--- src/rtl/mem_model_pkg.sv ---
// mem_model_pkg: small helpers shared by the behavioural memory model files.
package mem_model_pkg;
    function automatic int unsigned ptr_width(input int unsigned depth);
        return (depth > 1) ? $clog2(depth) : 1;
    endfunction
endpackage

--- src/rtl/mem_model_resp_fifo.sv ---
// mem_model_resp_fifo: synchronous FIFO holding read responses in acceptance order.
module mem_model_resp_fifo
    import mem_model_pkg::*;
#(
    parameter int WIDTH = 32,
    parameter int DEPTH = 4
) (
    input  logic             clk,
    input  logic             rst,
    input  logic             push,
    input  logic [WIDTH-1:0] push_data,
    input  logic             pop,
    output logic [WIDTH-1:0] head,
    output logic             full,
    output logic             empty
);
    localparam int PW = ptr_width(DEPTH);
    localparam int CW = $clog2(DEPTH + 1);
    logic [WIDTH-1:0] mem_q [DEPTH];
    logic [PW-1:0] wr_ptr_q, wr_ptr_d, rd_ptr_q, rd_ptr_d;
    logic [CW-1:0] count_q, count_d;
    logic do_push, do_pop;
    // Pointers wrap explicitly so DEPTH need not be a power of two.
    function automatic logic [PW-1:0] next_ptr(input logic [PW-1:0] p);
        return (p == PW'(DEPTH - 1)) ? '0 : p + 1'b1;
    endfunction
    always_comb begin
        full = count_q == CW'(DEPTH);
        empty = count_q == '0;
        head = mem_q[rd_ptr_q];
        do_push = push && !full;
        do_pop = pop && !empty;
        wr_ptr_d = do_push ? next_ptr(wr_ptr_q) : wr_ptr_q;
        rd_ptr_d = do_pop ? next_ptr(rd_ptr_q) : rd_ptr_q;
        count_d = count_q + CW'(do_push) - CW'(do_pop);
    end
    always_ff @(posedge clk) begin
        if (rst) begin
            wr_ptr_q <= '0;
            rd_ptr_q <= '0;
            count_q <= '0;
        end else begin
            wr_ptr_q <= wr_ptr_d;
            rd_ptr_q <= rd_ptr_d;
            count_q <= count_d;
        end
    end
    always_ff @(posedge clk) begin
        if (do_push) mem_q[wr_ptr_q] <= push_data;
    end
endmodule

--- config.mk ---
export PLATFORM = sky130hd
export DESIGN_NAME = mem_model_resp_fifo
export DESIGN_NICKNAME = d
export VERILOG_FILES = /design/src/rtl/mem_model_pkg.sv /design/src/rtl/mem_model_resp_fifo.sv
export SDC_FILE = /design/constraint.sdc
export NUM_CORES = 1
export LEC_CHECK = 0
export ABC_AREA = 0
export CAP_MARGIN = 0
export CORE_AREA = 4 4 118 120
export DETAILED_ROUTE_END_ITERATION = 6
export DIE_AREA = 0 0 122 124
export PLACE_DENSITY_LB_ADDON = 0.05
export SLEW_MARGIN = 0
export SYNTH_ARGS = -nofsm -noshare
export SYNTH_HDL_FRONTEND = slang
export SYNTH_SLANG_ARGS = --single-unit
--- constraint.sdc ---
create_clock -name clk -period 2.64 [get_ports clk]
set_input_delay 0.528 -clock clk [delete_from_list [all_inputs] [get_ports clk]]
set_output_delay 0.528 -clock clk [all_outputs]
set_load 0.01 [all_outputs]
### Word-level counts from Yosys, hierarchy flattened

Memory sizes are Yosys's and may differ from the RTL's. A register that Yosys moved wholly into a read port is not among the register bits.
Index checks and enable logic that the tools add are counted.
Widths: inputs -> output; s select.

* add/sub/neg operators: 4
* eq/ne operators: 3
* muxes and demuxes: 6
* reduce and logical (&&, ||, !) cells: 5

Operators with widths (count)
* $mux 2: 4
* $add 2x1->2 const B: 2
* $eq 2x2->1 const B: 2
* $add 3x1->3: 1
* $eq 3x3->1 const B: 1
* $logic_not 3->1: 1
* $sub 3x1->3: 1
* $logic_and 1x1->1: 2
* $logic_not 1->1: 2
* $mux 1: 2

* register bits: 7
* RAM bits: 128
* input port bits: 36
* output and inout port bits: 34
* logic and storage cells: 22
* memories kept: 1

Memories
* mem_q: depth 4, width 32, read ports 1, clocked after Yosys merged registers in 1, write ports 1, line mem_model_resp_fifo.sv:19 `logic [WIDTH-1:0] mem_q [DEPTH];`

### Logic depth before layout (Yosys ltp)

Gate-level depths: netlist of run 1.

* depth after elaboration: 5
* gate-level depth with buffers: 11
* depth with buffers taken out: 10

### Least setup slack after synthesis of run 1

Ideal clock, no wire load.

* path kind: register to register
* start: register count_q[2]
* end: register count_q[2]
* setup time: 0.115 ns
* arrival: 2.071 ns
* data required time: 2.525 ns
* setup slack: 0.454 ns
* cell stages (with the launch flop): 12
* path buffers: 1
* period minus slack after synthesis: 2.186 ns
* cell sequence: dfxtp_1 -> or3b_1 -> buf_6 -> and2_4 -> inv_1 -> ha_1 -> inv_1 -> ha_1 -> fa_1 -> xnor2_1 -> xnor2_1 -> nor2_1

* cells in the longest elaborated chain, start to end: 5
* elaborated cells on any way between the ends: 8
* classes of those cells: 2 x add/sub; 1 x eq/ne; 5 x reduce/logical

Ends and longest elaborated chain
* from (decl): line mem_model_resp_fifo.sv:21 `logic [CW-1:0] count_q, count_d;`
* from (signal assigned): line mem_model_resp_fifo.sv:45 `count_q <= count_d;`
* $eq 3x3->1: line mem_model_resp_fifo.sv:28 `full = count_q == CW'(DEPTH);`
* $logic_not 1->1: line mem_model_resp_fifo.sv:31 `do_push = push && !full;`
* $logic_and 1x1->1: line mem_model_resp_fifo.sv:31
* $add 3x1->3: line mem_model_resp_fifo.sv:35 `count_d = count_q + CW'(do_push) - CW'(do_pop);`
* $sub 3x1->3 *: line mem_model_resp_fifo.sv:35

Every way passes the cells marked *; elsewhere a longest branch is shown, timed or not.
A chain may end at the register's enable or synchronous reset.

==> results of run 1 <==
## cells in the final DEF, fill, tap and decap left out, drive strengths merged
cell / count
inv: 8
and3: 4
mux2i: 1
nand2: 1
nor2: 2
buf: 11
fa: 1
clkdlybuf4s50: 61
dlymetal6s2s: 8
or3: 1
clkbuf: 21
a21oi: 2
ha: 7
and2: 1
nand3: 2
xnor2: 2
dfxtp: 9
a21o: 1
clkinv: 9
edfxtp: 128
nor3: 2
nor2b: 2
bufinv: 2
clkinvlp: 2
o31ai: 2
mux4: 32
or3b: 1
## synth_stat cells (all sizes together)
| cell | n | area, um2 |
|---|---|---|
| edfxtp | 128 | 3840 |
| inv | 8 | 30.0 |
| fa | 1 | 20.0 |
| and2 | 1 | 8.76 |
| o31ai | 2 | 20.0 |
| or3b | 1 | 8.76 |
| mux2i | 1 | 10.0 |
| a21o | 1 | 7.51 |
| ha | 7 | 87.6 |
| or3 | 1 | 6.26 |
| dfxtp | 9 | 180 |
| nor3 | 2 | 10.0 |
| xnor2 | 2 | 17.5 |
| nand2 | 1 | 3.75 |
| and3 | 4 | 28.8 |
| a21oi | 2 | 10.0 |
| nor2b | 2 | 12.5 |
| nor2 | 2 | 7.51 |
| nand3 | 2 | 10.0 |
| buf | 8 | 50.0 |
| mux4 | 32 | 721 |
## flip-flops by register name, indices dropped and copies added, names as in the netlist, named ones only
signal / count
mem_q: 128
count_q: 3
rd_ptr_q: 2
wr_ptr_q: 2
## what timing repair did
action / 4_1_cts / 5_1_grt
setup endpoints to repair: 0 / 2
hold buffers: 0 / 0
resized for setup: 0 / 9
## worst max-delay path, cell delays in order (launching register included)
cell and delay [ps]:
dfxtp_4 440, buf_12 170, mux4_2 520, clkdlybuf4s50_1 500
## per-stage QoR
step / area (um2) / hold WS, ps / worst slack, ps / cells / power, mW
2_1_floorplan: 5090 / 456 / 454 / 217 / 3.52
3_3_place_gp: 6130 / 501 / 99.1 / 465 / 4.27
3_5_place_dp: 6130 / 483 / 65.6 / 465 / 4.27
4_1_cts: 6670 / 495 / 8.78 / 497 / 6.46
5_1_grt: 6740 / 552 / -1.14 / 499 / 6.71
6_report: 6740 / 491 / 76.8 / 499 / 6.38
## cell type report
| class | instances | area share |
|---|---|---|
| Multi-Input combinational cell | 64 | 0.147 |
| Clock buffer | 19 | 0.0642 |
| Clock inverter | 13 | 0.0163 |
| Tap cell | 176 | 0.0327 |
| Timing Repair Buffer | 82 | 0.138 |
| Inverter | 8 | 0.00445 |
| Sequential cell | 137 | 0.597 |
## power breakdown
group          internal, mW  leakage (nW)  switching (mW)
clock                  1.36         0.257           0.798
combinational         0.888         0.780           0.626
sequential             2.63          1.25          0.0825
## path summary, 6_finish.rpt
| check | from | endpoint | slack, ps | cells after the start |
|---|---|---|---|---|
| worst min-delay path | rd_ptr_q[0] | flop | 490 | 2 |
| worst min register to register | rd_ptr_q[0] | flop | 490 | 2 |
| worst max-delay path | flop | head[5] | 80 | 3 |
| worst max register to register | count_q[1] | count_q[2] | 320 | 9 |
## kinds of logic after synthesis
family | after synthesis | share of synthesized area
and+or+nand+nor | 16 | 0.0189
DFF | 137 | 0.790
AOI/OAI and AO/OA | 5 | 0.00737
xor gates and xnor gates | 2 | 0.00344
adders and majority gates | 8 | 0.0211
muxes | 33 | 0.143
buffers and inverters | 16 | 0.0157
## per-layer routing
| metal | up-vias | part of all wire | GRT usage |
|---|---|---|---|
| li1 | 1093 | - | - |
| met1 | 1201 | 0.44 | 0.155 |
| met2 | 61 | 0.50 | 0.206 |
| met3 | 7 | 0.054 | 0.0586 |
| met4 | 0 | 0.0072 | 0.0525 |
| met5 | - | 0 | 0 |
==> results.tsv, run 1 <==
metric	value	unit
synth_seq_cells	137	
relSlewSlack	0.661	
setup.worst_path.class	flop to primary output	
wl	9.07	mm
drtIter0Drc	100	
portBuffers	69	
gr-total-overflow	0	
grt_start_max_net_pins	33	
dp.final_hpwl	5.35	mm
synth_area	5090	um2
syn-num-nets	261	
clock_skew	7.15	ps
cts.sink_count	137	
grt_pass1_vias	2482	
status	finished, final reports clean	
layout_min_cycle_time	2560	ps
io_pins	70	
htreeDepth	4	
syn_inst	217	
area_delta_synth_final	32.4	%
multi_input_area	991	um2
tns	0	ps
pwr_density_cell	947	nW/um2
hold_path.class	flop to flop	
insertion_delay	410	ps
drive_gt1_frac	0.232	
yosys_warnings	0	
cts-root-buf	clkbuf_16	
clock_path_buffers	2	
finish.utilization	0.520	
setup_viol	0	
ant_nets	0	
num_rows	42	
via_per_inst	4.73	
dr.pass1.iters	4	
fmax	0.390	GHz
postCtsSetupBuffers	0	
antenna_found_initial	0	
hold_violations	0	
wl_per_cell	18.2	um
nNetsFinal	354	
grt_pass1_wl	13.8	mm
synth.avg_cell_area	23.5	um2
max-cap-violations	0	
worstMarginPinSlew	504	ps
crit_required	2110	ps
ir_worst_vdd	448	uV
cts_tree	built	
end_kind	primary output	
die_h	124	um
cts_buffers	17	
synth_seq_area_share	0.790	
period_share	0.971	
crit_fanout	8	
die_area	15100	um2
die-width	122	um
start_util	0.392	
track_usage	0.130	
clkTransAtPathRegs	50	ps
num-fill-cells	1049	
gp_routability_congestion	0.643	
regArea	4030	um2
coreArea	13000	um2
drc	0	
diodes	0	
dr_total_vias	2362	
ys_types	26	
report.final.slew_viol_count	0	
critPathLaunchType	flop	
cp.arrival	2040	ps
p_leak	2.28	nW
No activity file was read; power rests on OpenSTA's default activity.
==> inputs of run 2 (changes only) <==
Settings changed: CTS_CLUSTER_DIAMETER set to 120.
==> results of run 2 <==
Final layout, timing and power as in run 1 (identical DEF).
